<file path="src/rtl/systolic_pkg.sv">
// Shared state encoding and default geometry for the systolic array result drain.
package systolic_pkg;

    typedef enum logic [1:0] {
        IDLE,
        WAIT,
        CAPTURE,
        STREAM
    } drain_state_e;

    localparam int DEFAULT_DATA_WIDTH = 8;
    localparam int DEFAULT_SIZE       = 4;

    // Operands skew across the array diagonally, so the last PE settles after 3*SIZE-2 cycles.
    function automatic int compute_lat_for(input int size);
        return 3 * size - 2;
    endfunction

    localparam int DEFAULT_COMPUTE_LAT = compute_lat_for(DEFAULT_SIZE);

    function automatic int clog2_min1(input int n);
        return (n > 1) ? $clog2(n) : 1;
    endfunction

endpackage

</file>
<file path="src/rtl/systolic_result_drain.sv">
// Waits for a SIZE x SIZE systolic array to settle, captures it row by row and streams it out
// row-major over a valid/ready handshake. Define DRAIN_ROW_END_EN to add the out_row_end flag.
module systolic_result_drain
    import systolic_pkg::*;
#(
    parameter int DATA_WIDTH  = DEFAULT_DATA_WIDTH,
    parameter int SIZE        = DEFAULT_SIZE,
    parameter int COMPUTE_LAT = compute_lat_for(SIZE),
    localparam int ROW_W      = clog2_min1(SIZE),
    localparam int EW         = 2 * DATA_WIDTH
) (
    input  logic                   clk,
    input  logic                   rst,
    input  logic                   start,
    output logic [ROW_W-1:0]       row_sel,
    input  logic [EW*SIZE-1:0]     result_row,
    output logic signed [EW-1:0]   out_data,
    output logic                   out_valid,
    input  logic                   out_ready,
    output logic                   out_last,
    output logic                   busy,
`ifdef DRAIN_ROW_END_EN
    output logic                   out_row_end,
`endif
    output logic                   done
);

    localparam int CAP_W  = clog2_min1(SIZE + 1);
    localparam int WAIT_W = clog2_min1(COMPUTE_LAT);

    drain_state_e          state_q;
    logic [WAIT_W-1:0]     wait_cnt_q;
    logic [CAP_W-1:0]      cap_cnt_q;
    logic [ROW_W-1:0]      rd_row_q;
    logic [ROW_W-1:0]      rd_col_q;
    logic [ROW_W-1:0]      row_sel_q;
    logic signed [EW-1:0]  out_data_q;
    logic                  out_valid_q;
    logic                  out_last_q;
    logic                  done_q;
`ifdef DRAIN_ROW_END_EN
    logic                  row_end_q;
`endif

    logic [EW*SIZE-1:0]    buf_q [SIZE];

    logic                  xfer;
    logic                  cap_wr;
    logic [ROW_W-1:0]      cap_row;
    logic [ROW_W-1:0]      rd_row_d;
    logic [ROW_W-1:0]      rd_col_d;
    logic [EW*SIZE-1:0]    rd_line_d;
    logic signed [EW-1:0]  out_data_d;
    logic signed [EW-1:0]  first_elem;

    // NOTE: combinational logic uses blocking '='; every clocked register below uses '<='.
    always_comb begin
        // NOTE: each signal gets a default before any branch so no latch can be inferred.
        xfer    = out_valid_q && out_ready;
        cap_wr  = (state_q == CAPTURE) && (cap_cnt_q != '0);
        cap_row = ROW_W'(cap_cnt_q - CAP_W'(1));

        rd_row_d = rd_row_q;
        rd_col_d = rd_col_q + ROW_W'(1);
        if (rd_col_q == ROW_W'(SIZE - 1)) begin
            rd_row_d = rd_row_q + ROW_W'(1);
            rd_col_d = '0;
        end

        rd_line_d  = buf_q[rd_row_d];
        out_data_d = '0;
        for (int c = 0; c < SIZE; c++) begin
            if (rd_col_d == ROW_W'(c)) begin
                out_data_d = rd_line_d[c*EW +: EW];
            end
        end

        // With a single row, element (0,0) is still on result_row when STREAM is entered.
        first_elem = (SIZE == 1) ? result_row[EW-1:0] : buf_q[0][EW-1:0];
    end

    // NOTE: the buffer carries no reset; every row is rewritten in CAPTURE before it is read.
    always_ff @(posedge clk) begin
        if (cap_wr) begin
            buf_q[cap_row] <= result_row;
        end
    end

    always_ff @(posedge clk) begin
        if (rst) begin
            state_q     <= IDLE;
            wait_cnt_q  <= '0;
            cap_cnt_q   <= '0;
            rd_row_q    <= '0;
            rd_col_q    <= '0;
            row_sel_q   <= '0;
            out_data_q  <= '0;
            out_valid_q <= 1'b0;
            out_last_q  <= 1'b0;
            done_q      <= 1'b0;
`ifdef DRAIN_ROW_END_EN
            row_end_q   <= 1'b0;
`endif
        end else begin
            done_q <= 1'b0;
            unique case (state_q)
                IDLE: begin
                    if (start) begin
                        state_q    <= WAIT;
                        wait_cnt_q <= WAIT_W'(COMPUTE_LAT - 1);
                    end
                end
                WAIT: begin
                    if (wait_cnt_q == '0) begin
                        state_q   <= CAPTURE;
                        cap_cnt_q <= '0;
                        row_sel_q <= '0;
                    end else begin
                        wait_cnt_q <= wait_cnt_q - WAIT_W'(1);
                    end
                end
                CAPTURE: begin
                    // cap_cnt_q = k drives row k and stores row k-1 returned by the array.
                    if (cap_cnt_q == CAP_W'(SIZE)) begin
                        state_q     <= STREAM;
                        cap_cnt_q   <= '0;
                        rd_row_q    <= '0;
                        rd_col_q    <= '0;
                        out_valid_q <= 1'b1;
                        out_data_q  <= first_elem;
                        out_last_q  <= (SIZE == 1);
`ifdef DRAIN_ROW_END_EN
                        row_end_q   <= (SIZE == 1);
`endif
                    end else begin
                        cap_cnt_q <= cap_cnt_q + CAP_W'(1);
                        row_sel_q <= (cap_cnt_q < CAP_W'(SIZE - 1))
                                   ? ROW_W'(cap_cnt_q) + ROW_W'(1) : '0;
                    end
                end
                STREAM: begin
                    if (xfer) begin
                        if (out_last_q) begin
                            state_q     <= IDLE;
                            rd_row_q    <= '0;
                            rd_col_q    <= '0;
                            out_valid_q <= 1'b0;
                            out_last_q  <= 1'b0;
                            out_data_q  <= '0;
                            done_q      <= 1'b1;
`ifdef DRAIN_ROW_END_EN
                            row_end_q   <= 1'b0;
`endif
                        end else begin
                            rd_row_q    <= rd_row_d;
                            rd_col_q    <= rd_col_d;
                            out_data_q  <= out_data_d;
                            out_last_q  <= (rd_row_d == ROW_W'(SIZE - 1))
                                        && (rd_col_d == ROW_W'(SIZE - 1));
`ifdef DRAIN_ROW_END_EN
                            row_end_q   <= (rd_col_d == ROW_W'(SIZE - 1));
`endif
                        end
                    end
                end
                default: state_q <= IDLE;
            endcase
        end
    end

    assign row_sel   = row_sel_q;
    assign out_data  = out_data_q;
    assign out_valid = out_valid_q;
    assign out_last  = out_last_q;
    assign busy      = (state_q != IDLE);
    assign done      = done_q;
`ifdef DRAIN_ROW_END_EN
    assign out_row_end = row_end_q;
`endif

endmodule

</file>
<file path="config.mk">
export PLATFORM = sky130hd
export DESIGN_NAME = systolic_result_drain
export DESIGN_NICKNAME = d
export VERILOG_FILES = /design/src/rtl/systolic_pkg.sv /design/src/rtl/systolic_result_drain.sv
export SDC_FILE = /design/constraint.sdc
export NUM_CORES = 1
export LEC_CHECK = 0
export CAP_MARGIN = 40
export CORE_ASPECT_RATIO = 1.5
export CORE_MARGIN = 2
export CORE_UTILIZATION = 50
export DETAILED_ROUTE_END_ITERATION = 7
export GPL_TIMING_DRIVEN = 0
export PLACE_DENSITY = 0.81
export SYNTH_ARGS = -nofsm -noshare
export SYNTH_HDL_FRONTEND = slang
export SYNTH_SLANG_ARGS = --single-unit
export TNS_END_PERCENT = 10
</file>
<file path="constraint.sdc">
create_clock -name clk -period 4.8 [get_ports clk]
set_input_delay 0.48 -clock clk [delete_from_list [all_inputs] [get_ports clk]]
set_output_delay 0.48 -clock clk [all_outputs]
set_load 0.005 [all_outputs]
</file>
==> flow_summary_export.csv <==
group,metric,value,unit
detailed_routing,vias_per_cell,6.186,
power_and_ir_drop,power.switching,0.001187,W
clocking,cts_hold_buf,0,
cells_and_area,final_cells,1282,
floorplan,dieArea,0.02722,mm2
cells_and_area,final_area,0.01547,mm2
placement,port_buffers,89,
floorplan,die_w,135.4,um
power_and_ir_drop,p_seq_frac,0.500,
worst_hold_path,hold_class,"reg -> reg",
timing,rsz0062_at_grt,"no",
power_and_ir_drop,power.clock.fraction,0.425,
setup_path,required,5.27,ns
detailed_routing,dr.pass1.iters,6,
synthesis,postSynthCellCount,801,
global_routing,track_usage,0.2295,
clocking,cts.clk_slew.worst_paths,0.06,ns
detailed_routing,drt_iter0_markers,1018,
setup_path,r2r_setup_slack,1.74,ns
global_routing,gr-total-overflow,0,
synthesis,yosysUniqueCellTypes,56,
timing,tightest_slew,0.9480,ns
floorplan,core_region_area,0.02558,mm2
synthesis,async_flop_share,0,
detailed_routing,wire_per_inst,24.00,um
floorplan,io_pins,90,
global_routing,grt_pass1_vias,8134,
clocking,numCtsBuffers,27,
clocking,cts_buffer_depth,3,
clocking,ctsHtreeMaxLevel,1,
cells_and_area,drive_above_1_share,0.1802,
cells_and_area,num_antenna_cells,0,
cells_and_area,fillers,1866,
placement,hpwl,21030,um
cells_and_area,final_nets,1011,
timing,fmax,326.4,MHz
synthesis,syn_avg_cell_area,16.16,um2
timing,final_max_slew_viol_count,0,
flow_run,drv_cap,0,
clocking,cts_setup_buffers,0,
synthesis,synthesis.area,0.01294,mm2
timing,finalHoldViolations,0,
synthesis,yosysWarnings,0,
setup_path,startpoint_type,"flip-flop",
global_routing,antenna_found_initial,0,
power_and_ir_drop,power_frac_comb,0.075,
global_routing,grt_pass1_wl,46660,um
floorplan,initial_core_util,0.5060,
synthesis,dominantRegCellSynth,"edfxtp_1",
floorplan,fp.dieH,201.1,um
timing,min_period,3.064,ns
cells_and_area,area_delta_synth_final,19.52,%
timing,fin_skew,0.01278,ns
detailed_routing,dr_total_vias,7930,
clocking,clock_latency,0.56,ns
setup_path,cp-end-kind,"flip-flop",
setup_path,cp_data_arrival_time,3.53,ns
placement,gp_congestion,0.8631,
timing,slew_headroom,0.3631,
clocking,ctsResizeCount,0,
detailed_routing,drc,0,
setup_path,crit_type,"reg -> reg",
detailed_routing,wirelength,30770,um
synthesis,synth-seq-cells,290,
global_routing,grt_max_degree,37,
clocking,clockRootBuffer,"clkbuf_16",
clocking,cts_tree,"built",
power_and_ir_drop,switching_share,0.2113,
clocking,cts.sinks,290,
setup_path,cp_max_fo,36,
detailed_routing,ant_nets,0,
timing,setup_viol,0,
power_and_ir_drop,internal_power,0.004430,W
outcome,status,"finished clean",
synthesis,ys_seq_area_frac,0.6464,
timing,finalCritPeriodShare,0.6383,
placement,placed_cell_area,0.01447,mm2
floorplan,rows,72,
power_and_ir_drop,max-vdd-ir-drop,284.8,uV
synthesis,synthesis.nets,884,
placement,placed_cells,1232,
synthesis,synth_edf_count,256,
power_and_ir_drop,leakage,4.790,nW
power_and_ir_drop,power_density,363.0,mW/mm2
[critical path, cell delays in order (launching register included)]
cell	delay, ns
dfxtp_1	0.33
inv_1	0.12
ha_1	0.15
buf_2	0.18
and3_1	0.17
clkbuf_4	0.51
buf_12	0.32
and2b_1	0.26
clkbuf_1	0.48
a222oi_1	0.16
a211oi_1	0.27
[power by group through the flow]
stage	clock network (W)	registers, W	logic [W]
detailed placement	0	0.00286	0.000415
finish	0.00239	0.00281	0.000421
global route	0.00251	0.00281	0.000464
CTS	0.00241	0.00281	0.000418
global placement	0	0.00286	0.000396
floorplan	0	0.00286	0.000234
[metal layers]
metal | vias up | track usage | routed length, um
met4 | 0 | 0.1012 | 1271
met1 | 3942 | 0.2742 | 10700
met5 | - | 0 | 0
met3 | 72 | 0.03813 | 2463
li1 | 3494 | - | -
met2 | 422 | 0.4052 | 16340
[placed cells by master, fill, tap and decap left out, types with 12 or more instances in the layout]
cell,count
clkdlybuf4s50_1,89
buf_2,25
clkbuf_1,14
inv_1,15
mux2i_1,103
edfxtp_1,256
ha_1,15
nor2_1,19
a21oi_1,27
mux2_2,26
dfxtp_1,34
o22ai_1,12
a211oi_1,20
mux4_2,49
o21ai_0,13
clkbuf_16,27
nand2_1,37
[final timing paths]
| path | to | from | cells after the start |
|---|---|---|---|
| worst max-delay path | out_data[4] | state_q[0] | 10 |
| worst min-delay path | row_sel[1] | row_sel[1] | 2 |
| worst max register to register | out_data[4] | state_q[0] | 10 |
| worst min register to register | row_sel[1] | row_sel[1] | 2 |
[cell type report]
cell class	count	area, um2	area share
inverters	15	56.30	0.003639
flip-flops and latches	290	8368	0.5408
clock buffers	33	728.2	0.04706
repair buffers	98	1086	0.07019
well taps	333	416.7	0.02693
plain buffers	53	304.0	0.01965
clock inverters	17	270.3	0.01747
multi-input cells	443	4243	0.2742
[registers in the layout (all words and copies together), names as in the netlist]
| register | flops |
|---|---|
| buf_q | 256 |
| out_data | 16 |
| wait_cnt_q | 4 |
| cap_cnt_q | 3 |
| rd_col_q | 2 |
| rd_row_q | 2 |
| row_sel | 2 |
| state_q | 2 |
| done | 1 |
| out_last | 1 |
| out_valid | 1 |
[kinds of logic (layout without fill, tap and decap cells)]
logic type / count (synthesis) / in the layout / synth area share
AO/OA/AOI/OAI: 133 / 133 / 0.07568
XOR/XNOR: 4 / 4 / 0.004157
adder cells (fa/ha/maj): 15 / 15 / 0.01450
buffers and inverters: 68 / 216 / 0.02755
flip-flops: 290 / 290 / 0.6464
multiplexers: 178 / 178 / 0.1875
AND/OR/NAND/NOR: 113 / 113 / 0.04417
[stage by stage]
step | total power, W | TNS (ns) | utilization | worst slack, ns | hold WS [ns]
2_1_floorplan | 0.003092 | 0 | - | 0.7743 | 0.4648
3_3_place_gp | 0.003260 | -286.71 | 0.5571 | -1.462 | 0.4576
3_5_place_dp | 0.003279 | 0 | 0.5657 | 1.798 | 0.4632
4_1_cts | 0.005633 | 0 | 0.6048 | 1.777 | 0.4715
5_1_grt | 0.005787 | 0 | 0.6048 | 1.501 | 0.4918
6_report | 0.005617 | 0 | 0.6048 | 1.736 | 0.4729
[cell usage after synthesis (4+ instances only)]
cell type,instances,area (um2)
nor3b_1,4,30.03
buf_4,9,67.56
nand3b_1,5,37.54
a21boi_0,4,30.03
ha_1,15,187.7
nor3_1,7,35.03
a222oi_1,11,110.1
nor2_1,22,82.58
mux4_2,49,1104
a21oi_1,27,135.1
o2111ai_1,6,52.55
dfxtp_1,34,680.7
buf_2,24,120.1
clkbuf_1,12,45.04
a221o_1,11,110.1
a221oi_1,11,96.34
mux2_2,26,292.8
nor2b_1,10,62.56
nand3_1,6,30.03
buf_6,5,56.30
o22ai_1,12,75.07
nand2b_1,6,37.54
o21ai_0,13,65.06
inv_1,15,56.30
mux2i_1,103,1031
a211oi_1,20,150.1
nand2_1,37,138.9
edfxtp_1,256,7687
(Power assumes the default switching activity.)
